===== src/rtl/mem_word_bridge.sv =====
// mem_word_bridge
//   Converts 32-bit word read/write requests into four sequential byte
//   accesses on the memctl byte port, returning one response per request.
//   Byte k of a word lives at addr+k and in data[8k+7:8k] (little-endian).
//   This block is the only master of memctl.
//
// Ports
//   clk, rst         single clock, synchronous active-high reset
//   req_valid/ready  request handshake (ready only while idle)
//   req_write        1 = write, 0 = read
//   req_addr         word byte-address, must be 4-aligned and in range
//   req_wdata/be     write data and per-byte enables (be ignored on reads)
//   rsp_valid/ready  response handshake, response held until accepted
//   rsp_rdata        read data (0 for writes and errors)
//   rsp_err          misaligned or out-of-range request
//   mem_addr         byte address to memctl
//   mem_wdata        byte write data to memctl
//   mem_write_en     byte write strobe to memctl
//   mem_rdata        registered read byte from memctl (one cycle after mem_addr)
module mem_word_bridge #(
  parameter int MEM_BYTES = 65536,
  parameter int ADDR_W    = 17
) (
  input  logic              clk,
  input  logic              rst,
  input  logic              req_valid,
  output logic              req_ready,
  input  logic              req_write,
  input  logic [ADDR_W-1:0] req_addr,
  input  logic [31:0]       req_wdata,
  input  logic [3:0]        req_be,
  output logic              rsp_valid,
  input  logic              rsp_ready,
  output logic [31:0]       rsp_rdata,
  output logic              rsp_err,
  output logic [ADDR_W-1:0] mem_addr,
  output logic [7:0]        mem_wdata,
  output logic              mem_write_en,
  input  logic [7:0]        mem_rdata
);

  typedef enum logic [2:0] {
    IDLE  = 3'd0,
    WR    = 3'd1,
    RD    = 3'd2,
    DRAIN = 3'd3,
    RESP  = 3'd4
  } state_t;

  state_t            state;
  state_t            state_nxt;
  logic [1:0]        k;
  logic [1:0]        k_nxt;

  // Request context, captured on the accept edge only.
  logic [ADDR_W-1:0] addr;
  logic [31:0]       wdata;
  logic [3:0]        be;
  logic              err;
  logic [31:0]       rdata;

  logic              accept;
  logic              req_bad;

  // Misaligned, or the last byte of the word lies beyond the store. The sum
  // is formed 32 bits wide so the check itself cannot wrap.
  function automatic logic addr_bad(input logic [ADDR_W-1:0] a);
    logic [31:0] last;
    last = 32'(a) + 32'd3;
    return (a[1:0] != 2'b00) || (last > 32'(MEM_BYTES - 1));
  endfunction

  assign accept  = (state == IDLE) && req_valid;
  assign req_bad = addr_bad(req_addr);

  // Control state: the only registers that reset.
  always_ff @(posedge clk) begin
    if (rst) begin
      state <= IDLE;
      k     <= 2'd0;
    end else begin
      state <= state_nxt;
      k     <= k_nxt;
    end
  end

  always_comb begin
    state_nxt = state;
    k_nxt     = k;
    unique case (state)
      IDLE: begin
        k_nxt = 2'd0;
        if (req_valid) begin
          if (req_bad)        state_nxt = RESP;
          else if (req_write) state_nxt = WR;
          else                state_nxt = RD;
        end
      end
      WR: begin
        k_nxt = k + 2'd1;
        if (k == 2'd3) state_nxt = RESP;
      end
      RD: begin
        k_nxt = k + 2'd1;
        if (k == 2'd3) state_nxt = DRAIN;
      end
      DRAIN: begin
        state_nxt = RESP;
      end
      RESP: begin
        if (rsp_ready) state_nxt = IDLE;
      end
      default: begin
        state_nxt = IDLE;
      end
    endcase
  end

  // Datapath capture. The read buffer is cleared on accept so writes and
  // errors report zero data; read bytes arrive one cycle behind their address.
  always_ff @(posedge clk) begin
    if (accept) begin
      addr  <= req_addr;
      wdata <= req_wdata;
      be    <= req_be;
      err   <= req_bad;
      rdata <= 32'd0;
    end else if (state == RD && k != 2'd0) begin
      rdata[{k - 2'd1, 3'b000} +: 8] <= mem_rdata;
    end else if (state == DRAIN) begin
      rdata[31:24] <= mem_rdata;
    end
  end

  // Outputs decoded from registered state only.
  always_comb begin
    req_ready    = (state == IDLE);
    rsp_valid    = (state == RESP);
    rsp_rdata    = 32'd0;
    rsp_err      = 1'b0;
    mem_addr     = '0;
    mem_wdata    = 8'd0;
    mem_write_en = 1'b0;
    if (state == RESP) begin
      rsp_rdata = rdata;
      rsp_err   = err;
    end
    if (state == WR) begin
      mem_addr     = addr + ADDR_W'(k);
      mem_wdata    = wdata[{k, 3'b000} +: 8];
      mem_write_en = be[k];
    end else if (state == RD) begin
      mem_addr = addr + ADDR_W'(k);
    end
  end

endmodule


===== config.mk =====
export PLATFORM = sky130hd
export DESIGN_NAME = mem_word_bridge
export DESIGN_NICKNAME = d
export VERILOG_FILES = /design/src/rtl/mem_word_bridge.sv
export SDC_FILE = /design/constraint.sdc
export NUM_CORES = 1
export LEC_CHECK = 0
export ABC_AREA = 1
export CORE_MARGIN = 2
export CORE_UTILIZATION = 53
export CTS_BUF_LIST = sky130_fd_sc_hd__clkbuf_2
export CTS_CLUSTER_SIZE = 20
export DETAILED_ROUTE_END_ITERATION = 6
export HOLD_SLACK_MARGIN = 0.15
export PLACE_DENSITY_LB_ADDON = 0.3
export SETUP_SLACK_MARGIN = 0.4
export SLEW_MARGIN = 20
export SYNTH_ARGS = -nofsm -noshare
export SYNTH_HDL_FRONTEND = slang
export SYNTH_SLANG_ARGS = --single-unit
export TNS_END_PERCENT = 5

===== constraint.sdc =====
create_clock -name clk -period 3.3 [get_ports clk]
set_input_delay 0.33 -clock clk [delete_from_list [all_inputs] [get_ports clk]]
set_output_delay 0.33 -clock clk [all_outputs]
set_load 0.005 [all_outputs]

==> impl_metrics.ini <==
[status]
run_status = complete, no violations

[final_layout]
instances_no_fill = 769
num_antenna_cells = 0
synthToLayoutAreaGrowth_pct = 33.3
layout.nets = 734
mostFrequentLayoutCells = clkdlybuf4s50_1 (125), nor2_1 (115), inv_1 (75), nand2_1 (68), edfxtp_1 (54)
layout-drive-gt1-share = 0.104
mostFrequentLayoutCell = clkdlybuf4s50_1

[detailed_routing]
detail_route.first_pass.iterations = 5
met3_length_um = 794
vias_per_cell = 5.15
detail_route.wirelength_um = 11000
drt-wirelength-per-cell_um = 14.3
drt-met1-wl_um = 4540
top_layer_used = met4
dr_total_vias = 3964
detail_route.iter0.violations = 289
met2RoutedLength_um = 5450
detail-route-antenna-nets = 0
residual_drc_count = 0

[place]
globalplace.congestion = 0.919
post_dp_hpwl_um = 7970
placed_cells_incl_taps = 750
io_buffer_count = 126

[setup_path]
crit_path_max_fanout = 7
worst-endpoint-required_ns = 2.97
critical_path_end_type = primary output
critical_path_class = flip-flop to primary output
timing.critical_path.arrival_ns = 2.67
worstSetupStartpointType = flip-flop

[sta]
max_slew.worst_pin.slew_ns = 0.578
timing.slew.headroom = 0.613
finalSetupViolations = 0
max_freq_ghz = 0.334
timing.setup.tns_ns = 0
timing.final.hold_violations = 0
fin_skew_ns = 0.0265
finalCritPeriodShare = 0.908
timing.final.crit_period_ns = 3.00
timing_max_transition_violations_final = 0
grt_setup_unrepaired = yes

[power]
netSwitchingFraction = 0.310
power.ir.vdd_worst_uv = 276
switching_component_of_the_power_w = 0.000729
combPwrFrac = 0.216
p_seq_frac = 0.577
powerDensity_mw_per_mm2 = 391
power.internal_w = 0.00162
clockPowerShare = 0.208
power.static_leakage_nw = 2.36

[yosys]
postSynthAreaPerCell_um2 = 8.49
synth_fp_nets = 606
synth_cells = 531
synth_enable_flop_cells = 54
synth.yosys.seq_area_share = 0.524
asyncSetResetFlopFracSynth = 0
synth.lib_cells_used.distinct = 33
yosys_warnings = 0
ys_ff_latch = 91
syn-cell-area_mm2 = 0.00451
yosys_most_used_dff = edfxtp_1

[global_routing]
grt_max_degree = 35
track_usage = 0.239
number_of_global_route_vias_before_repair = 3733
antenna_found_initial = 0
wire_length_of_the_first_global_routing_pass_um = 16800
grt.overflow.total = 0

[clocking]
clock-root-buffer = clkbuf_2
worst_skew_pair.late_latency_ns = 0.57
cts_buffers = 9
clock_path_buffers = 2
numClockSinks = 91
cts_tree = yes
htree_levels = 3
cts.clk_slew.worst_paths_ns = 0.24

[min_path]
timing.hold.worst.class = input pin to flip-flop

[die]
die_height_um = 96.2
horiz_die_dim_um = 96.2
fp.coreArea_mm2 = 0.00822
initial_core_utilization = 0.549
design.portCount = 127
placementRows = 33
die-area_mm2 = 0.00926

[run]
max_cap_viol_count = 0
logic make-up after synthesis:
family,share of synthesized area
and+or+nand+nor,0.223
AOI/OAI and AO/OA,0.132
buffers and inverters,0.0927
DFF,0.524
adders and majority gates,0.0266
xor gates and xnor gates,0.00194
worst max-delay path, stage by stage (launching register included):
cell,delay (ns)
edfxtp_1,0.49
ha_1,0.32
nand2_1,0.06
nand2_1,0.05
nand2_1,0.07
nor2_2,0.27
nand3_1,0.11
nand2_1,0.08
inv_1,0.04
nor2_1,0.09
clkdlybuf4s50_1,0.50
stage by stage:
step | hold WS (ns) | setup slack, ns | power, W | utilization | cell area (um2)
global placement | 0.442 | 0.721 | 0.00184 | 0.709 | 5820
CTS | 0.255 | 0.215 | 0.00234 | 0.724 | 5950
detailed placement | 0.441 | 0.720 | 0.00186 | 0.709 | 5820
floorplan | 0.399 | 1.32 | 0.00167 | - | 4510
global route | 0.255 | 0.164 | 0.00246 | 0.732 | 6010
finish | 0.272 | 0.303 | 0.00235 | 0.732 | 6010
cells in the mapped netlist, types with 2 or more instances:
cell	instances	area (um2)
ha_1	8	100
buf_2	7	35.0
nor3_1	5	25.0
nand4_1	5	31.3
a21oi_1	51	255
buf_1	2	7.51
inv_2	2	7.51
edfxtp_1	54	1620
nand2_4	3	33.8
o21ai_0	29	145
nand2_2	2	12.5
buf_6	2	22.5
inv_1	75	282
dfxtp_1	37	741
clkbuf_1	2	7.51
nand2_1	70	263
o21ai_2	20	175
a21oi_2	2	17.5
buf_8	2	30.0
nor2_8	2	40.0
nor2_1	116	435
nand3_1	24	120
power by group through the flow:
stage	registers [W]	clock network [W]	logic [W]
6_report	0.00136	0.000488	0.000507
5_1_grt	0.00136	0.000536	0.000561
4_1_cts	0.00135	0.000494	0.000498
3_5_place_dp	0.00137	0	0.000489
3_3_place_gp	0.00137	0	0.000471
2_1_floorplan	0.00136	0	0.000306
worst paths after layout:
| kind | depth (start not counted) | start | end | slack, ns |
|---|---|---|---|---|
| max reg2reg | 8 | k[0]$_SDFFE_PP0P_ | rdata[18]$_SDFFE_PP0P_ | 0.91 |
| max | 10 | addr[1]$_DFFE_PP_ | mem_addr[11] | 0.30 |
| min | 1 | req_wdata[30] | wdata[30]$_DFFE_PP_ | 0.27 |
| min reg2reg | 2 | rdata[3]$_SDFFE_PP0P_ | rdata[3]$_SDFFE_PP0P_ | 0.47 |
layout make-up:
class	count	area (um2)
multi-input combinational	344	1790
sequential	91	2360
clock inverter	6	41.3
tap	105	131
timing repair buffer	133	1330
clock buffer	10	50.0
fill	621	2210
inverter	80	309
flip-flops by register name (all words and copies together), names as in the netlist:
name	count
be	4
state	3
rdata	32
err	1
wdata	32
addr	17
k	2
what timing repair did:
item,4_1_cts,5_1_grt
endpoints found under the setup margin,60,53
hold buffers,0,0
gates resized for setup,4,12
pin swaps,1,2
setup buffers,1,2
hold endpoints to repair,0,0
per-layer routing:
metal | track usage | up-vias
met5 | 0 | -
li1 | - | 1973
met1 | 0.300 | 1809
met4 | 0.100 | 0
met3 | 0.0517 | 26
met2 | 0.399 | 156
No activity file was read; power rests on OpenSTA's default activity.
